File: src/rtl/output_write_ctrl.sv
// Output-memory write sequencer: round-robin arbitrates two valid/ready result
// producers and writes accepted words to consecutive addresses from base_addr.
module output_write_ctrl #(
   parameter int AW    = 6,
   parameter int DW    = 32,
   parameter int CNT_W = 7
) (
   input  logic             clk,
   input  logic             rst,
   input  logic             start,
   input  logic [AW-1:0]    base_addr,
   input  logic [CNT_W-1:0] num_words,
   input  logic             req0_valid,
   input  logic [DW-1:0]    req0_data,
   output logic             req0_ready,
   input  logic             req1_valid,
   input  logic [DW-1:0]    req1_data,
   output logic             req1_ready,
   output logic             mem_en,
   output logic [AW-1:0]    mem_addr,
   output logic [DW-1:0]    mem_wdata,
   output logic             busy,
   output logic             done,
   output logic [CNT_W-1:0] words_done
);

   localparam logic [1:0] S_IDLE = 2'd0;
   localparam logic [1:0] S_RUN  = 2'd1;
   localparam logic [1:0] S_DONE = 2'd2;

   localparam logic [CNT_W-1:0] MAX_WORDS = CNT_W'(2 ** AW);

   logic [1:0]       state;
   logic [AW-1:0]    wr_ptr;
   logic [CNT_W-1:0] num_lat;
   logic             rr_last;      // index of the producer granted most recently
   logic [CNT_W-1:0] num_clamped;
   logic             accept;
   logic             last_word;
   logic [DW-1:0]    acc_data;

   // NOTE: every signal driven from always_comb gets a default first so no
   // path through the block leaves it unassigned and infers a latch.
   always_comb begin
      req0_ready = 1'b0;
      req1_ready = 1'b0;
      if (state == S_RUN) begin
         req0_ready = req0_valid & (~req1_valid | rr_last);
         req1_ready = req1_valid & (~req0_valid | ~rr_last);
      end
   end

   always_comb begin
      num_clamped = (num_words > MAX_WORDS) ? MAX_WORDS : num_words;
      accept      = req0_ready | req1_ready;
      acc_data    = req1_ready ? req1_data : req0_data;
      last_word   = accept && ((words_done + CNT_W'(1)) == num_lat);
   end

   assign busy = (state == S_RUN);

   // NOTE: state registers use non-blocking assignments so every flop samples
   // the pre-edge values regardless of statement order.
   always_ff @(posedge clk) begin
      if (rst) begin
         state      <= S_IDLE;
         wr_ptr     <= '0;
         num_lat    <= '0;
         rr_last    <= 1'b1;
         mem_en     <= 1'b0;
         mem_addr   <= '0;
         mem_wdata  <= '0;
         done       <= 1'b0;
         words_done <= '0;
      end else begin
         mem_en <= accept;
         done   <= 1'b0;
         if (accept) begin
            mem_addr   <= wr_ptr;
            mem_wdata  <= acc_data;
            wr_ptr     <= wr_ptr + AW'(1);
            words_done <= words_done + CNT_W'(1);
            rr_last    <= req1_ready;
         end
         case (state)
            S_IDLE: begin
               if (start) begin
                  words_done <= '0;
                  if (num_clamped == '0) begin
                     // Empty job completes without ever entering RUN.
                     done <= 1'b1;
                  end else begin
                     state   <= S_RUN;
                     num_lat <= num_clamped;
                     wr_ptr  <= base_addr;
                  end
               end
            end
            S_RUN: begin
               if (last_word) begin
                  state <= S_DONE;
                  done  <= 1'b1;
               end
            end
            S_DONE:  state <= S_IDLE;
            default: state <= S_IDLE;
         endcase
      end
   end

endmodule

File: config.mk
export PLATFORM = sky130hd
export DESIGN_NAME = output_write_ctrl
export DESIGN_NICKNAME = d
export VERILOG_FILES = /design/src/rtl/output_write_ctrl.sv
export SDC_FILE = /design/constraint.sdc
export NUM_CORES = 1
export LEC_CHECK = 0
export ABC_AREA = 1
export CAP_MARGIN = 20
export CORE_MARGIN = 5
export CORE_UTILIZATION = 42
export CTS_CLUSTER_DIAMETER = 60
export CTS_CLUSTER_SIZE = 14
export DETAILED_ROUTE_END_ITERATION = 16
export GPL_TIMING_DRIVEN = 0
export PLACE_DENSITY = 0.81
export SLEW_MARGIN = 20
export SYNTH_ARGS = -nofsm -noshare
export SYNTH_HDL_FRONTEND = slang
export SYNTH_SLANG_ARGS = --single-unit
File: constraint.sdc
create_clock -name clk -period 1.8 [get_ports clk]
set_clock_uncertainty 0.05 [all_clocks]
set_input_delay 0.36 -clock clk [delete_from_list [all_inputs] [get_ports clk]]
set_output_delay 0.36 -clock clk [all_outputs]
set_load 0.03 [all_outputs]
==> After elaboration in Yosys (flattened, before gate mapping) <==
Cells that the tools add are included.
{ "totals": {"out_inout_bits": 50, "inputBits": 82, "ff_bits": 63, "word_cells": 50} }
{ "op_classes": {"magnitude_cmp": 1, "bitwise": 9, "reduce_logical": 5, "addsub": 2, "eq_ne": 5, "n_mux": 19} }
{ "ops": {"columns": ["op", "count"], "rows": [
  ["2-to-1 mux 32 bit", 1],
  ["2-to-1 mux 7 bit", 4],
  ["2-to-1 mux 6 bit", 4],
  ["adder 7 x 1 -> 7 bit (second input constant)", 1],
  ["== test 7 bit", 1],
  ["greater-than comparator 7 bit (second input constant)", 1],
  ["zero test 7 bit", 1],
  ["adder 6 x 1 -> 6 bit (second input constant)", 1],
  ["2-to-1 mux 2 bit", 3],
  ["AND reduction 3 bit", 2],
  ["2-to-1 mux 1 bit", 5],
  ["inequality test 2 bit (second input constant)", 2],
  ["NOT 1 bit", 4],
  ["one-hot mux 2 bit (2 select lines)", 1],
  ["OR 1 bit", 3],
  ["bitwise AND 1 bit", 2],
  ["== test 2 x 1 -> 1 bit (second input constant)", 1],
  ["zero test 2 bit", 1],
  ["inequality test 2 x 1 -> 1 bit (second input constant)", 1],
  ["one-hot mux 1 bit (2 select lines)", 1],
  ["logical AND 1 bit", 1]
]} }

==> Logic depth before layout (Yosys ltp) <==
{ "logic_depth": {"word_depth": 9, "ltp_mapped": 11, "ltp_nobuf": 11} }

==> Worst setup path before layout <==
No wires, ideal clock.
{ "synth_timing": {"kind": "register to register", "startpoint": "register words_done[0]", "endpoint": "register done", "path_stages_with_launch": 12, "synth_period_minus_slack_ns": 1.772, "setup_time_ns": 0.070, "required_time_ns": 1.680, "arrival_time_ns": 1.652, "n_path_buf": 0, "path_slack_ns": 0.028, "path_cell_list": "dfxtp_1 > ha_1 > inv_1 > nand2_1 > nand2_1 > nand2_1 > nand2_1 > nor2_1 > nand2_1 > nor2_1 > nand3b_1 > a21oi_1"} }
{ "synth_between": {"elab_chain_len": 5} }
{ "synth_rtl": {"columns": ["element", "line", "text"], "rows": [
  ["start: declaration", "24", "output logic [CNT_W-1:0] words_done"],
  ["start signal: assignment", "82", "words_done <= words_done + CNT_W'(1);"],
  ["adder 7 x 1 -> 7 bit", "57", "last_word = accept && ((words_done + CNT_W'(1)) == num_lat);"],
  ["== test 7 bit", "57", null],
  ["logical AND 1 bit", "57", null],
  ["2-to-1 mux 1 bit", "100", "if (last_word) begin"],
  ["one-hot mux 1 bit (2 select lines)", "85", "case (state)"],
  ["end signal: assignment", "73", "done <= 1'b0;"],
  ["end signal: assignment", "91", "done <= 1'b1;"],
  ["end signal: assignment", "102", "done <= 1'b1;"],
  ["end: declaration", "23", "output logic done,"]
]} }
Every way passes these cells.
A chain may end at the register's enable or synchronous reset.

==> Worst setup path after layout <==
{ "layout_timing": {"startpoint": "register state[0]", "endpoint": "output port req1_ready"} }
{ "layout_between": {"elab_chain_len": 2} }
{ "layout_rtl": {"columns": ["element", "line", "text"], "rows": [
  ["start: declaration", "33", "logic [1:0] state;"],
  ["start signal: assignment", "66", "state <= S_IDLE;"],
  ["start signal: assignment", "93", "state <= S_RUN;"],
  ["start signal: assignment", "101", "state <= S_DONE;"],
  ["== test 2 x 1 -> 1 bit", "47", "if (state == S_RUN) begin"],
  ["2-to-1 mux 1 bit", "47", null],
  ["end: declaration", "18", "output logic req1_ready,"]
]} }
Every way passes these cells.

==> qor.txt <==
outcome = complete, but fails checks
violated checks = negative setup slack
internal cell power = 2.63 mW
Worst setup SP type = flip-flop
first-pass GRT wire length = 15.4 mm
largest net degree at the start of global routing = 11
mapped cell area = 0.00291 sq mm
min Tclk post-route = 1.81 ns
FF/Latch Area = 0.00126 sq mm
layout cells sized above 1 = 10.9%
sequential power share = 41.8%
wirelength, routed = 10.2 mm
count leader, synth = dfxtp_1
reg2reg setup slack = 0.13 ns
cell taking the most area after synthesis = dfxtp_1
first-iteration detailed-routing DRC count = 149
Chip Height = 93.2 um
Post-synth EDFFs = 0
power density over the cells = 815 mW/mm^2
CTS tree = done
Seq/Total Area, Yosys = 43.3%
hold_buf cts = 0
DRC Markers = 0
Worst VDD drop = 0.000444 V
DR pass1 iterations = 5
CP Capture Type = primary output
f_max = 551 MHz
Vias = 3382
Die Wd = 93.2 um
Area Overhead vs Synth = 59.9%
CP Max Fanout = 6
placer congestion estimate = 0.864
adder and majority gate portion of the synthesized area = 0.860%
Skew-Pair Late Insertion Delay = 0.34 ns
largest family of logic cells by synthesized area = simple AND/OR/NAND/NOR gates
RSZ-0062 raised after global routing = true
post-synthesis xor/xnor area fraction = 0.903%
total of max-cap violations = 0
commonest cells in the netlist = 63 x dfxtp_1, 62 x o21ai_1, 54 x nor2_1
top-area cell type share of the netlist area = 43.3%
Psw = 1.17 mW
vias per inst = 5.28
Hold Crit Depth = 2
Hold Vio Cnt, Final = 0
Yosys warning count = 0
Cell Rows = 30
Hold WS = 0.421 ns
GRT Overall Usage = 22.7%
# IOs = 132
Reg clk slew, reported paths = 0.07 ns
crit path kind = flip-flop to primary output
core area = 0.00676 sq mm
HP Start = mem_wdata[20]$_SDFFE_PP0N_
Hold Path Class = flip-flop to flip-flop
Worst Tran Pin Value = 0.529 ns
Critical Path RT = 1.39 ns
clock network power share = 32.1%
total CTS buffers = 9
Port-buffer cells = 131
Netlist cell types = 27
maximum clock path buffer count = 2
multiplexer area fraction after synthesis = 0%
leak pwr = 2.23 nW
Multi-input gate area = 0.00143 sq mm
# setup viols final = 1
ant diodes = 0
Setup WS post-layout = -0.0145 ns
Pins Over Slew Limit = 0
Fill cells = 571
ys async rst share = 0%
FF-to-FF path depth = 9
htree depth = 3
FF-to-FF Start = state[0]$_SDFFE_PP0P_
Seq cells post-synth = 63
root buffer cell = clkbuf_8
syn nets = 490
fin crit share = 101%
Rel. slew slack = 64.8%
Sw Share = 30.8%
combinational share of power = 26.0%
synth top area cells = dfxtp_1 43%, o21ai_1 11%, nand3_1 9.1%, nor2_1 7.0%, nand2_1 6.2%
die area = 0.00869 sq mm
syn_area_per_cell = 7.17 sq um
WL per Instance = 15.9 um
grt total ovfl = 0
starting density of the core = 43.1%
Post-DRT Antenna Nets = 0
initial antenna violation count = 0
Setup crit end = req1_ready
Most used DFF post-synth = dfxtp_1
number of global-route vias before repair = 3241
critical path arrival = 1.40 ns
Layout Nets = 640
Reg2Reg Capture Point = mem_wdata[11]$_SDFFE_PP0N_
dpl hpwl = 7.48 mm
Synth Area in Simple Gates = 26.7%
Setup WS pre-CTS = -0.824 ns
TritonCTS sink count = 63
Worst Setup SP = state[0]$_SDFFE_PP0P_
post-synthesis compound-gate area fraction = 19.6%
cells after synthesis = 406
[per-stage QoR]
step / util, % / area, sq um / TNS, ns / power, mW / instances
after floorplan: - / 2910 / 0 / 2.11 / 406
after CTS: 66.9 / 4520 / -0.0614 / 3.78 / 634
after global placement: 64.0 / 4320 / -9.57 / 2.57 / 617
final: 68.9 / 4650 / -0.0145 / 3.79 / 641
after detailed placement: 64.0 / 4320 / -10.39 / 2.58 / 617
after global routing: 68.9 / 4650 / -0.133 / 3.96 / 641
[layout make-up]
type | count | area share (%)
inverter | 32 | 2.58
sequential | 63 | 27.2
clock inverter | 4 | 0.968
multi-input combinational | 288 | 30.7
buffer | 23 | 2.96
clock buffer | 12 | 3.12
tap | 80 | 2.15
timing repair buffer | 139 | 30.4
[timing repair]
action                                  in CTS  in global routing
cloned                                       0                  0
pin swaps                                    0                  2
hold endpoints to repair                     0                  0
endpoints found under the setup margin      16                 29
buffers inserted                             1                  7
gates resized for setup                     29                 32
[power by group through the flow]
stage          Combinational [mW]  Sequential (mW)  Clock, mW
2_1_floorplan               0.347             1.77          0
3_3_place_gp                0.962             1.61          0
3_5_place_dp                0.973             1.61          0
4_1_cts                     0.972             1.58       1.23
5_1_grt                      1.07             1.60       1.30
6_report                    0.988             1.59       1.22
[cell usage in the layout (no fill, tap or decap), types with 3 or more instances in the layout]
cell             count
clkdlybuf4s50_1     95
o21ai_1             62
dfxtp_1             60
nor2_1              53
nand3_1             53
nand2_1             47
inv_1               26
a21oi_1             24
dlymetal6s2s_1      23
o21ai_0             19
buf_4               14
buf_2               11
clkbuf_8            10
dlygate4sd2_1       10
clkbuf_1             7
inv_2                5
nand4_1              5
nor2_4               4
buf_6                4
o211ai_1             3
xor2_1               3
nand3b_1             3
clkinv_2             3
dfxtp_2              3
[worst min path at each step]
stage                                            end
after floorplan              num_lat[6]$_SDFFE_PP0P_
after global placement     mem_wdata[4]$_SDFFE_PP0N_
after CTS                 mem_wdata[14]$_SDFFE_PP0N_
after detailed placement  mem_wdata[14]$_SDFFE_PP0N_
after global routing      mem_wdata[16]$_SDFFE_PP0N_
final                     mem_wdata[20]$_SDFFE_PP0N_
[state kept, by name (all words and copies together) (netlist names)]
name / count
done: 1
state: 2
words_done: 7
rr_last: 1
mem_addr: 6
wr_ptr: 6
num_lat: 7
mem_wdata: 32
mem_en: 1
[per-layer routing]
layer / vias up / global-route usage, % / share of wire (%)
met2: 153 / 38.7 / 49
met3: 21 / 12.2 / 13
li1: 1673 / - / -
met5: - / 0 / 0
met1: 1535 / 22.9 / 36
met4: 0 / 9.16 / 1.7
[cells by family (layout without fill, tap and decap cells)]
kind of cell / after synthesis / after routing
buffers and inverters: 55 / 210
AND/OR/NAND/NOR: 172 / 172
AO/OA/AOI/OAI: 111 / 111
adder cells (fa/ha/maj): 2 / 2
XOR/XNOR: 3 / 3
flip-flops: 63 / 63
[worst max-delay path, stage by stage (launching register included)]
cell and delay (ns):
dfxtp_2 0.34, inv_2 0.04, nor2_4 0.17, nand2_4 0.08, a21oi_4 0.15, buf_6 0.15
buf_6 0.13
(Power assumes the default switching activity.)
